## src/rtl/alu_wide_sequencer_if.sv

```systemverilog
// Request, ALU-pass and response signals of the wide ALU sequencer.
// master = sequencer side, slave = controller/ALU side.
interface alu_wide_sequencer_if #(
  parameter int W      = 32,
  parameter int NWORDS = 2
);
  localparam int WW = W * NWORDS;

  logic          req_valid;
  logic          req_ready;
  logic [2:0]    req_op;
  logic [WW-1:0] req_a;
  logic [WW-1:0] req_b;
  logic          req_cin;

  logic [W-1:0]  alu_a;
  logic [W-1:0]  alu_b;
  logic          alu_cin;
  logic [2:0]    alu_op;
  logic [W-1:0]  alu_sum;
  logic [1:0]    alu_status;
  logic [1:0]    alu_status2;

  logic          rsp_valid;
  logic          rsp_ready;
  logic [WW-1:0] rsp_sum;
  logic          rsp_carry;
  logic          rsp_zero;
  logic          rsp_neg;
  logic          rsp_ovf;
  logic          rsp_err;

  modport master (
    input  req_valid, req_op, req_a, req_b, req_cin,
    input  alu_sum, alu_status, alu_status2,
    input  rsp_ready,
    output req_ready,
    output alu_a, alu_b, alu_cin, alu_op,
    output rsp_valid, rsp_sum, rsp_carry,
    output rsp_zero, rsp_neg, rsp_ovf, rsp_err
  );

  modport slave (
    output req_valid, req_op, req_a, req_b, req_cin,
    output alu_sum, alu_status, alu_status2,
    output rsp_ready,
    input  req_ready,
    input  alu_a, alu_b, alu_cin, alu_op,
    input  rsp_valid, rsp_sum, rsp_carry,
    input  rsp_zero, rsp_neg, rsp_ovf, rsp_err
  );
endinterface

```

## src/rtl/alu_wide_sequencer.sv

```systemverilog
// Wide-operand driver for the 32-bit ALU: one pass per word, LSW first.
// Optional sticky overflow flag behind `ALU_SEQ_STICKY_EN.
module alu_wide_sequencer #(
  parameter int W      = 32,
  parameter int NWORDS = 2
) (
  input  logic clk,
  input  logic reset,
`ifdef ALU_SEQ_STICKY_EN
  input  logic sticky_clr,
  output logic sticky_ovf,
`endif
  alu_wide_sequencer_if.master bus
);
  localparam int WW = W * NWORDS;
  localparam int IW = 3;

  localparam logic [1:0] S_IDLE = 2'd0;
  localparam logic [1:0] S_EXEC = 2'd1;
  localparam logic [1:0] S_DONE = 2'd2;
  localparam logic [2:0] OP_ADD = 3'd4;

  logic [1:0]    state_q, state_d;
  logic [IW-1:0] idx_q, idx_d;
  logic [2:0]    op_q;
  logic [WW-1:0] a_q, b_q, res_q;
  logic          cin_q, carry_q, zacc_q;
  logic          cout_q, zero_q, ovf_q, err_q;

  logic idle, exec, done, last, is_add;
  logic accept, bad_op, rsp_fire;
  int   base;
  logic unused_bits;

  assign idle     = state_q == S_IDLE;
  assign exec     = state_q == S_EXEC;
  assign done     = state_q == S_DONE;
  assign last     = idx_q == IW'(NWORDS - 1);
  assign is_add   = op_q == OP_ADD;
  assign accept   = bus.req_valid & idle;
  assign bad_op   = (bus.req_op == 3'd5) |
                    (bus.req_op == 3'd6);
  assign rsp_fire = done & bus.rsp_ready;
  assign base     = W * int'(idx_q);

  assign unused_bits = ^{bus.alu_status[0],
                         bus.alu_status2[1]};

  always_comb begin
    state_d = state_q;
    idx_d   = idx_q;
    unique case (1'b1)
      idle: if (accept) begin
        state_d = bad_op ? S_DONE : S_EXEC;
        idx_d   = '0;
      end
      exec: begin
        if (last) state_d = S_DONE;
        else      idx_d   = idx_q + IW'(1);
      end
      done: if (bus.rsp_ready) state_d = S_IDLE;
      default: state_d = S_IDLE;
    endcase
  end

  always_ff @(posedge clk) begin
    if (reset) begin
      state_q <= S_IDLE;
      idx_q   <= '0;
      op_q    <= '0;
      a_q     <= '0;
      b_q     <= '0;
      res_q   <= '0;
      cin_q   <= 1'b0;
      carry_q <= 1'b0;
      zacc_q  <= 1'b0;
      cout_q  <= 1'b0;
      zero_q  <= 1'b0;
      ovf_q   <= 1'b0;
      err_q   <= 1'b0;
    end else begin
      state_q <= state_d;
      idx_q   <= idx_d;
      if (accept) begin
        op_q   <= bus.req_op;
        a_q    <= bus.req_a;
        b_q    <= bus.req_b;
        cin_q  <= bus.req_cin;
        zacc_q <= 1'b1;
        res_q  <= '0;
        cout_q <= 1'b0;
        zero_q <= 1'b0;
        ovf_q  <= 1'b0;
        err_q  <= bad_op;
      end
      if (exec) begin
        res_q[base +: W] <= bus.alu_sum;
        carry_q <= bus.alu_status2[0];
        zacc_q  <= zacc_q & bus.alu_status[1];
        // Flags settle on the final (most-significant) pass
        if (last) begin
          cout_q <= is_add & bus.alu_status2[0];
          zero_q <= zacc_q & bus.alu_status[1];
          ovf_q  <= is_add &
                    (a_q[WW-1] == b_q[WW-1]) &
                    (bus.alu_sum[W-1] != a_q[WW-1]);
        end
      end
    end
  end

  assign bus.req_ready = idle;

  assign bus.alu_a   = exec ? a_q[base +: W] : '0;
  assign bus.alu_b   = exec ? b_q[base +: W] : '0;
  assign bus.alu_op  = exec ? op_q : 3'd0;
  assign bus.alu_cin = exec & is_add &
                       ((idx_q == '0) ? cin_q : carry_q);

  assign bus.rsp_valid = done;
  assign bus.rsp_sum   = res_q;
  assign bus.rsp_carry = cout_q;
  assign bus.rsp_zero  = zero_q;
  assign bus.rsp_neg   = res_q[WW-1];
  assign bus.rsp_ovf   = ovf_q;
  assign bus.rsp_err   = err_q;

`ifdef ALU_SEQ_STICKY_EN
  logic sticky_q;

  // A setting handshake beats a coincident clear
  always_ff @(posedge clk) begin
    if (reset)                   sticky_q <= 1'b0;
    else if (rsp_fire & ovf_q)   sticky_q <= 1'b1;
    else if (sticky_clr)         sticky_q <= 1'b0;
  end

  assign sticky_ovf = sticky_q;
`else
  logic unused_fire;
  assign unused_fire = rsp_fire;
`endif
endmodule

```

## src/flat_wrapper.sv

```systemverilog
// flat-port wrapper written by rule: the top's interface ports become plain ports
module alu_wide_sequencer_flat 
#(
  parameter int W      = 32,
  parameter int NWORDS = 2
)
  (clk, reset, bus_req_valid, bus_req_op, bus_req_a, bus_req_b, bus_req_cin, bus_alu_sum, bus_alu_status, bus_alu_status2, bus_rsp_ready, bus_req_ready, bus_alu_a, bus_alu_b, bus_alu_cin, bus_alu_op, bus_rsp_valid, bus_rsp_sum, bus_rsp_carry, bus_rsp_zero, bus_rsp_neg, bus_rsp_ovf, bus_rsp_err);
  alu_wide_sequencer_if #(.W(W), .NWORDS(NWORDS)) bus_i ();
  input  logic clk;
  input  logic reset;
  input wire logic [$bits(bus_i.req_valid)-1:0] bus_req_valid;
  input wire logic [$bits(bus_i.req_op)-1:0] bus_req_op;
  input wire logic [$bits(bus_i.req_a)-1:0] bus_req_a;
  input wire logic [$bits(bus_i.req_b)-1:0] bus_req_b;
  input wire logic [$bits(bus_i.req_cin)-1:0] bus_req_cin;
  input wire logic [$bits(bus_i.alu_sum)-1:0] bus_alu_sum;
  input wire logic [$bits(bus_i.alu_status)-1:0] bus_alu_status;
  input wire logic [$bits(bus_i.alu_status2)-1:0] bus_alu_status2;
  input wire logic [$bits(bus_i.rsp_ready)-1:0] bus_rsp_ready;
  output wire logic [$bits(bus_i.req_ready)-1:0] bus_req_ready;
  output wire logic [$bits(bus_i.alu_a)-1:0] bus_alu_a;
  output wire logic [$bits(bus_i.alu_b)-1:0] bus_alu_b;
  output wire logic [$bits(bus_i.alu_cin)-1:0] bus_alu_cin;
  output wire logic [$bits(bus_i.alu_op)-1:0] bus_alu_op;
  output wire logic [$bits(bus_i.rsp_valid)-1:0] bus_rsp_valid;
  output wire logic [$bits(bus_i.rsp_sum)-1:0] bus_rsp_sum;
  output wire logic [$bits(bus_i.rsp_carry)-1:0] bus_rsp_carry;
  output wire logic [$bits(bus_i.rsp_zero)-1:0] bus_rsp_zero;
  output wire logic [$bits(bus_i.rsp_neg)-1:0] bus_rsp_neg;
  output wire logic [$bits(bus_i.rsp_ovf)-1:0] bus_rsp_ovf;
  output wire logic [$bits(bus_i.rsp_err)-1:0] bus_rsp_err;
  assign bus_i.req_valid = bus_req_valid;
  assign bus_i.req_op = bus_req_op;
  assign bus_i.req_a = bus_req_a;
  assign bus_i.req_b = bus_req_b;
  assign bus_i.req_cin = bus_req_cin;
  assign bus_i.alu_sum = bus_alu_sum;
  assign bus_i.alu_status = bus_alu_status;
  assign bus_i.alu_status2 = bus_alu_status2;
  assign bus_i.rsp_ready = bus_rsp_ready;
  assign bus_req_ready = bus_i.req_ready;
  assign bus_alu_a = bus_i.alu_a;
  assign bus_alu_b = bus_i.alu_b;
  assign bus_alu_cin = bus_i.alu_cin;
  assign bus_alu_op = bus_i.alu_op;
  assign bus_rsp_valid = bus_i.rsp_valid;
  assign bus_rsp_sum = bus_i.rsp_sum;
  assign bus_rsp_carry = bus_i.rsp_carry;
  assign bus_rsp_zero = bus_i.rsp_zero;
  assign bus_rsp_neg = bus_i.rsp_neg;
  assign bus_rsp_ovf = bus_i.rsp_ovf;
  assign bus_rsp_err = bus_i.rsp_err;
  alu_wide_sequencer #(.W(W), .NWORDS(NWORDS)) u_core (.clk(clk), .reset(reset), .bus(bus_i));
endmodule
```

## config.mk

```make
export PLATFORM = sky130hd
export DESIGN_NAME = alu_wide_sequencer_flat
export DESIGN_NICKNAME = d
export VERILOG_FILES = /design/src/rtl/alu_wide_sequencer_if.sv /design/src/rtl/alu_wide_sequencer.sv /design/src/flat_wrapper.sv
export SDC_FILE = /design/constraint.sdc
export NUM_CORES = 1
export LEC_CHECK = 0
export CORE_MARGIN = 5
export CORE_UTILIZATION = 48
export DETAILED_ROUTE_END_ITERATION = 8
export PLACE_DENSITY_LB_ADDON = 0.25
export SYNTH_ARGS = -nofsm -noshare
export SYNTH_HDL_FRONTEND = slang
export SYNTH_SLANG_ARGS = --single-unit
export TNS_END_PERCENT = 100
```

## constraint.sdc

```tcl
create_clock -name clk -period 4.5 [get_ports clk]
set_input_delay 0.45 -clock clk [delete_from_list [all_inputs] [get_ports clk]]
set_output_delay 0.45 -clock clk [all_outputs]
set_load 0.01 [all_outputs]
```

======== Word-level counts from Yosys, hierarchy flattened ========
Index checks and enable logic that the tools add are counted.
storage, ports and cells
  input port bits ......................... 172
  logic and storage cells ................. 72
  output and inout port bits .............. 139
  register bits ........................... 207
operators by class
  equal/unequal tests ..................... 12
  reductions and logical operators ........ 6
  mux-type cells .......................... 27
  $add $sub $neg .......................... 2
  bitwise logic cells ..................... 8
  shift operators ......................... 4
operators with widths
  cell                                                    count
  two-way mux 64 bit                                      3
  indexed part select 64 x 9 -> 32 bit                    2
  bitwise mux 64 bit                                      1
  two-way mux 32 bit                                      2
  variable shift 32 x 33 -> 64 bit, first input constant  1
  indexed part select 32 x 33 -> 64 bit                   1
  negation 8 -> 33 bit                                    1
  two-way mux 1 bit                                       12
  == test 3 bit, second input constant                    3
  two-way mux 3 bit                                       3
  two-way mux 2 bit                                       4
  inequality test 2 bit, second input constant            4
  AND 1 bit                                               7
  one-hot mux 2 bit (3 select lines)                      1
  one-hot mux 3 bit (2 select lines)                      1
  AND reduction 3 bit                                     2
  nonzero test 2 bit                                      2
  adder 3 x 1 -> 3 bit, second input constant             1
  == test 3 x 1 -> 1 bit, second input constant           1
  logical NOT 3 bit                                       1
  == test 2 x 1 -> 1 bit, second input constant           1
  == test 2 bit, second input constant                    1
  logical NOT 2 bit                                       1
  == test 1 bit                                           1
  2 further kinds                                         2

======== Logic depth before layout (Yosys ltp) ========
Gate-level depths: netlist of run 1.
  depth in word-level cells ............... 6
  gate-level depth with buffers ........... 12
  gate-level depth less buffers ........... 7

======== Worst setup path after synthesis of run 1 ========
OpenSTA, ideal clock, no wires.
  path type ............................... flip-flop to flip-flop
  start point ............................. reg u_core.idx_q[0]
  end point ............................... reg u_core.res_q[0], in the netlist u_core.bus.rsp_sum[0]
  path buffers ............................ 5
  clock period less this slack ............ 2692 ps
  arrival ................................. 2576 ps
  cell stages (with the launch flop) ...... 12
  required time ........................... 4384 ps
  slack ................................... 1808 ps
  path through ............................ dfxtp_1 -> clkbuf_1 -> buf_2 -> inv_1 -> ha_1 -> ha_1 -> or4_1 -> clkbuf_1 -> or2_1 -> buf_2 -> buf_6 -> a41o_1
between the ends
  word-level cells in the longest chain between the ends .. 4
  elaborated cells on any way between the ends .. 5
  classes of those cells .................. add/sub (1); shift (2); mux (2)
RTL lines
  what                                                                                              RTL line                  RTL
  from (decl)                                                                                       alu_wide_sequencer.sv:24  logic [IW-1:0] idx_q, idx_d;
  from (signal assigned)                                                                            alu_wide_sequencer.sv:83  idx_q <= idx_d;
  negation 8 -> 33 bit (*)                                                                          alu_wide_sequencer.sv:97  res_q[base +: W] <= bus.alu_sum;
  indexed part select 32 x 33 -> 64 bit / variable shift 32 x 33 -> 64 bit (equally long branches)  alu_wide_sequencer.sv:97
  bitwise mux 64 bit (*)                                                                            alu_wide_sequencer.sv:97
  two-way mux 64 bit (*)                                                                            alu_wide_sequencer.sv:96  if (exec) begin
  to (signal, indexed assignment)                                                                   alu_wide_sequencer.sv:97
  to (decl)                                                                                         alu_wide_sequencer.sv:26  logic [WW-1:0] a_q, b_q, res_q;
Mark *: on every way between the ends. The rest lies on a longest branch, timed or not.
A chain may end at the register's enable or synchronous reset.

======== Worst setup path after layout of run 1 ========
  start point ............................. reg u_core.state_q[0]
  end point ............................... out bus_alu_b[9]
between the ends
  word-level cells in the longest chain between the ends .. 2
RTL lines
  what                    RTL line                   RTL
  from (decl)             alu_wide_sequencer.sv:23   logic [1:0] state_q, state_d;
  from (signal assigned)  alu_wide_sequencer.sv:82   state_q <= state_d;
  == test 2 x 1 -> 1 bit  alu_wide_sequencer.sv:36   assign exec = state_q == S_EXEC;
  two-way mux 32 bit      alu_wide_sequencer.sv:115  assign bus.alu_b = exec ? b_q[base +: W] : '0;
  to (decl)               flat_wrapper.sv:22         output wire logic [$bits(bus_i.alu_b)-1:0] bus_alu_b;
No other way between the ends.

==> impl_metrics.ini, run 1 <==
[critical_path]
path_class = flop to primary output
end_kind = primary output
path_max_fanout = 57
crit_arrival_ps = 3190
worstRegToRegCells = 6
required_ps = 4050
startpoint_type = flop
r2r_setup_slack_ps = 1420

[placed_design]
placed_cells = 1511
dpl_worst_slack_ps = 1370
hpwl_mm = 16.8
io_buffers = 308
place_congestion = 0.815

[cts]
htree_levels = 1
cts_sinks = 207
clk_latency_ps = 500
post_cts_buffers = 0
cts_hold_buf = 0
cts_max_path_buffers = 3
cts_inserted_buffers = 23
path_clk_slew_ps = 70
cts_resized = 0
cts_root_buf = clkbuf_16
cts_tree = yes

[grt]
grt_pass1_wl_mm = 40.9
grt_pass1_vias = 8190
antenna_found_initial = 1
grt_usage = 0.240
overflow = 0
grt_max_degree = 135

[die]
die_area_mm2 = 0.0207
die_w_um = 144
die_h_um = 144
num_io_pins = 311
std_cell_rows = 49
core_area_mm2 = 0.0178
initial_core_util = 0.483

[pwr]
power_density_mw_per_mm2 = 368
cellLeakagePower_nw = 4.61
vdd_drop_max_mv = 0.354

[routing]
drtAntennaViolNets = 0
routedWlPerCell_um = 16.9
drt_iter0_drc = 336
firstDrtPassIters = 5
vias = 8222
drt_drc_violations_left = 0
drt_wl_total_mm = 26.2
viasPerCell = 5.30

[sta]
setup-violations-final = 0
period_share = 0.808
slew_viol_final = 0
finalWorstSetupSlack_ps = 862
tns_ps = 0
worst_pin_slew_ps = 1200
clock_skew_ps = 19.6
period_needed_ps = 3640
slew_headroom = 0.199
fmax_mhz = 275
rsz0062_at_grt = no
holdWs_ps = 184
hold_viol = 0

[logic_synthesis]
syn-instance-count = 1060
syn_area_per_cell_um2 = 8.14
synth_seq_cells = 207
synth-edff-count = 0
ys_async_sr_fraction = 0
yosysSeqAreaShare = 0.481
syn_area_mm2 = 0.00862
yosys-top-cells-area = dfxtp_1 48%, nand2_1 12%, a21oi_1 8.2%
synth.yosys.warnings = 0
synth_cell_types = 36
syn_nets = 1237
synth_top_cell_by_area = dfxtp_1
synth_top_area_share = 0.481
ys.flop_type = dfxtp_1

[hold_path]
hold_path_class = primary input to flop
hold_depth = 2

[layout]
final_util = 0.699
seqCellArea_mm2 = 0.00415
drive_gt1_frac = 0.0416
multi_input_area_mm2 = 0.00396
fin_cells = 1552
syn_to_final_growth_pct = 44.6
final_nets = 1484
fillers = 1447

[outcome]
status = finished clean

[run]
drv_cap = 0
-- cell usage in the layout, fill, tap and decap left out, types with 2 or more instances in the layout --
cell and instances:
clkdlybuf4s50_1 307, clkbuf_1 2, dfxtp_1 206, nand2b_1 35, nor2_1 65, and3_1 2
clkbuf_16 23, a21o_1 2, a211oi_1 2, buf_12 2, nand3_1 8, buf_4 8
nor3b_1 3, and3b_1 2, or4_1 2, ha_1 5, o21ai_0 3, inv_1 38
nand4b_1 2, a21oi_1 141, mux2i_1 64, clkbuf_8 7, clkinv_2 6, nor2b_1 2
and2_1 3, nand2_1 269, o32ai_1 32, a41o_1 32, nor3_1 34
-- power breakdown --
group	switching [mW]	total, mW	internal, mW
clock network	0.722	1.83	1.10
registers	0.0721	2.02	1.95
logic	0.399	0.748	0.349
-- routing by layer --
| layer | track usage | share of wire | wire, um | up-vias |
|---|---|---|---|---|
| li1 | - | - | - | 4067 |
| met1 | 0.291 | 0.39 | 10300 | 3825 |
| met2 | 0.409 | 0.48 | 12500 | 265 |
| met3 | 0.0658 | 0.095 | 2490 | 63 |
| met4 | 0.0857 | 0.034 | 884 | 2 |
| met5 | 0 | 0.00042 | 11 | - |
-- state kept, by name, summed over array words and instances, names as in the netlist --
signal                flops
u_core.a_q               64
u_core.state_q            2
u_core.carry_q            1
u_core.bus.rsp_err        1
u_core.op_q               3
u_core.bus.rsp_sum       64
u_core.bus.rsp_carry      1
u_core.cin_q              1
u_core.zacc_q             1
u_core.bus.rsp_ovf        1
u_core.idx_q              3
u_core.b_q               64
u_core.bus.rsp_zero       1
-- cell families (layout without fill, tap and decap cells) --
| family | Yosys count | in the layout | synth area share |
|---|---|---|---|
| buffers and inverters | 134 | 396 | 0.0617 |
| muxes | 65 | 65 | 0.0756 |
| and+or+nand+nor | 433 | 433 | 0.215 |
| adders and majority gates | 5 | 5 | 0.00725 |
| other | 0 | 1 | 0 |
| DFF | 207 | 207 | 0.481 |
| AOI/OAI and AO/OA | 215 | 215 | 0.159 |
| xor gates and xnor gates | 1 | 1 | 0.00102 |
-- area by class of cell --
type | count | area share
Antenna cell | 1 | 0.000201
Clock buffer | 32 | 0.0545
Clock inverter | 8 | 0.00542
Inverter | 38 | 0.0114
Multi-Input combinational cell | 719 | 0.318
Sequential cell | 207 | 0.333
Tap cell | 229 | 0.0230
Timing Repair Buffer | 318 | 0.255
-- per-stage QoR --
step / cell area [um2] / power (mW)
global placement: 11700 / 2.79
CTS: 12500 / 4.63
finish: 12500 / 4.59
detailed placement: 11700 / 2.81
floorplan: 8620 / 2.46
global route: 12500 / 4.80
-- synth_stat cells (4+ instances only) --
cell	number
a21oi_1	142
a41o_1	32
buf_1	14
clkbuf_1	76
dfxtp_1	207
ha_1	5
inv_1	38
mux2i_1	64
nand2_1	269
nand2b_1	35
nand3_1	8
nor2_1	65
nor3_1	34
nor3b_1	4
o32ai_1	32
-- critical path, cell delays in order (launching register included) --
cell and delay (ps):
dfxtp_1 650, or4b_4 860, buf_4 420, nor2_1 190, clkdlybuf4s50_1 550
-- final timing paths --
path                           from                     end
setup / recovery  u_core.state_q[0]            bus_alu_b[9]
hold / removal                reset  u_core.bus.rsp_sum[54]
setup reg to reg    u_core.idx_q[0]   u_core.bus.rsp_sum[5]
hold reg to reg       u_core.b_q[7]           u_core.b_q[7]
(Power assumes the default switching activity.)
==> inputs of run 2 (changes only) <==
- CORE_UTILIZATION: 48 -> 41
- clock period: 4.5 -> 2.9 ns (I/O delays scaled with it)
==> impl_metrics.ini, run 2 (same netlist as run 1, synthesis figures left out) <==
[outcome]
status = finished clean

[layout]
drive_gt1_frac = 0.0444
mostFrequentLayoutCells = 307 x clkdlybuf4s50_1, 269 x nand2_1, 206 x dfxtp_1
final_nets = 1493
design_area_mm2 = 0.0127
syn_to_final_growth_pct = 47.1
mostFrequentLayoutCell = clkdlybuf4s50_1
fin_cells = 1606
final_util = 0.607

[grt]
grt_usage = 0.213
use_met2 = 0.344
grt_pass1_wl_mm = 42.3
grt.busiest_layer = met2
antenna_found_initial = 1
grt_pass1_vias = 7873
met1_usage = 0.275
grtUsageMet3 = 0.0503
grt_max_degree = 135
overflow = 0

[sta]
hold_viol = 0
fmax_mhz = 359
slew_viol_final = 0
clock_skew_ps = 10.2
tns_ps = 0
worst_pin_slew_ps = 1150
rsz0062_at_grt = no
period_needed_ps = 2780
slew_headroom = 0.234
setup-violations-final = 0
period_share = 0.960
holdWs_ps = 135
finalWorstSetupSlack_ps = 116

[die]
initial_core_util = 0.413
die_h_um = 155
die_w_um = 155
die_area_mm2 = 0.0240
std_cell_rows = 53
core_area_mm2 = 0.0209
num_io_pins = 311

[routing]
drtAntennaViolNets = 0
vias = 8279
drt_drc_violations_left = 0
firstDrtPassIters = 4
drt_iter0_drc = 461
routedWlPerCell_um = 16.9
viasPerCell = 5.16
drt_wl_total_mm = 27.1

[critical_path]
regToRegStartpoint = u_core.idx_q[1]
end_kind = primary output
crit_start = u_core.idx_q[2]
path_max_fanout = 11
crit_arrival_ps = 2490
startpoint_type = flop
required_ps = 2610
path_class = flop to primary output

[placed_design]
io_buffers = 308
placed_cells = 1563
place_area_mm2 = 0.0119
hpwl_mm = 17.4
dpl_worst_slack_ps = 409
place_congestion = 0.831

[cts]
cts_root_buf = clkbuf_16
cts_hold_buf = 0
clk_latency_ps = 500
cts_inserted_buffers = 23
cts_max_path_buffers = 3
path_clk_slew_ps = 60
cts_sinks = 207
htree_levels = 1
cts_tree = yes

[hold_path]
hold_path_class = primary input to flop
worst_hold_startpoint = reset

[pwr]
p_total_mw = 7.30
power_density_mw_per_mm2 = 575
cellLeakagePower_nw = 4.68
vdd_drop_max_mv = 0.391

[run]
drv_cap = 0
## run 2: changes by cell type in the layout (fill, tap and decap cells not counted), sizes merged
| cell | change |
|---|---|
| buf | +8 |
| clkinv | -4 |
| bufinv | +2 |
| clkbuf | +2 |
| clkinvlp | -1 |
| or4b | +1 |
## run 2: report_power, final
part / internal (mW) / leakage (nW) / switching [mW]
Clock: 1.84 / 0.377 / 1.11
Sequential: 3.02 / 1.69 / 0.0894
Combinational: 0.575 / 2.61 / 0.659
## run 2: final timing paths
check                                              end  slack (ps)  cells after the start
worst max-delay path                     bus_alu_a[11]         120                      4
worst min-delay path            u_core.bus.rsp_sum[51]         140                      2
worst max register to register  u_core.bus.rsp_sum[29]         280                      7
worst min register to register          u_core.b_q[12]         450                      2
## run 2: area by class of cell
type / count / area (um2)
Antenna cell: 1 / 2.50
Clock buffer: 34 / 667
Clock inverter: 5 / 100
Fill cell: 1892 / 8200
Inverter: 38 / 143
Multi-Input combinational cell: 720 / 3980
Sequential cell: 207 / 4150
Tap cell: 275 / 344
Timing Repair Buffer: 326 / 3310
## run 2: metal layers
layer  part of all wire  wire (um)  vias up
li1                   -          -     4099
met1               0.42      11300     3830
met2               0.46      12600      285
met3              0.076       2050       65
met4              0.042       1130        0
met5                  0          0        -
## run 2: what timing repair did
item	in CTS	in global routing
pin swaps	1	0
cloned	1	0
endpoints found under the hold margin	0	0
resized for setup	0	1
setup endpoints to repair	39	12
buffers inserted	2	0
## run 2: critical path, cell delays in order (launching register included)
cell	delay (ps)
dfxtp_1	420
or4b_4	620
buf_4	200
nor2_1	180
clkdlybuf4s50_1	570
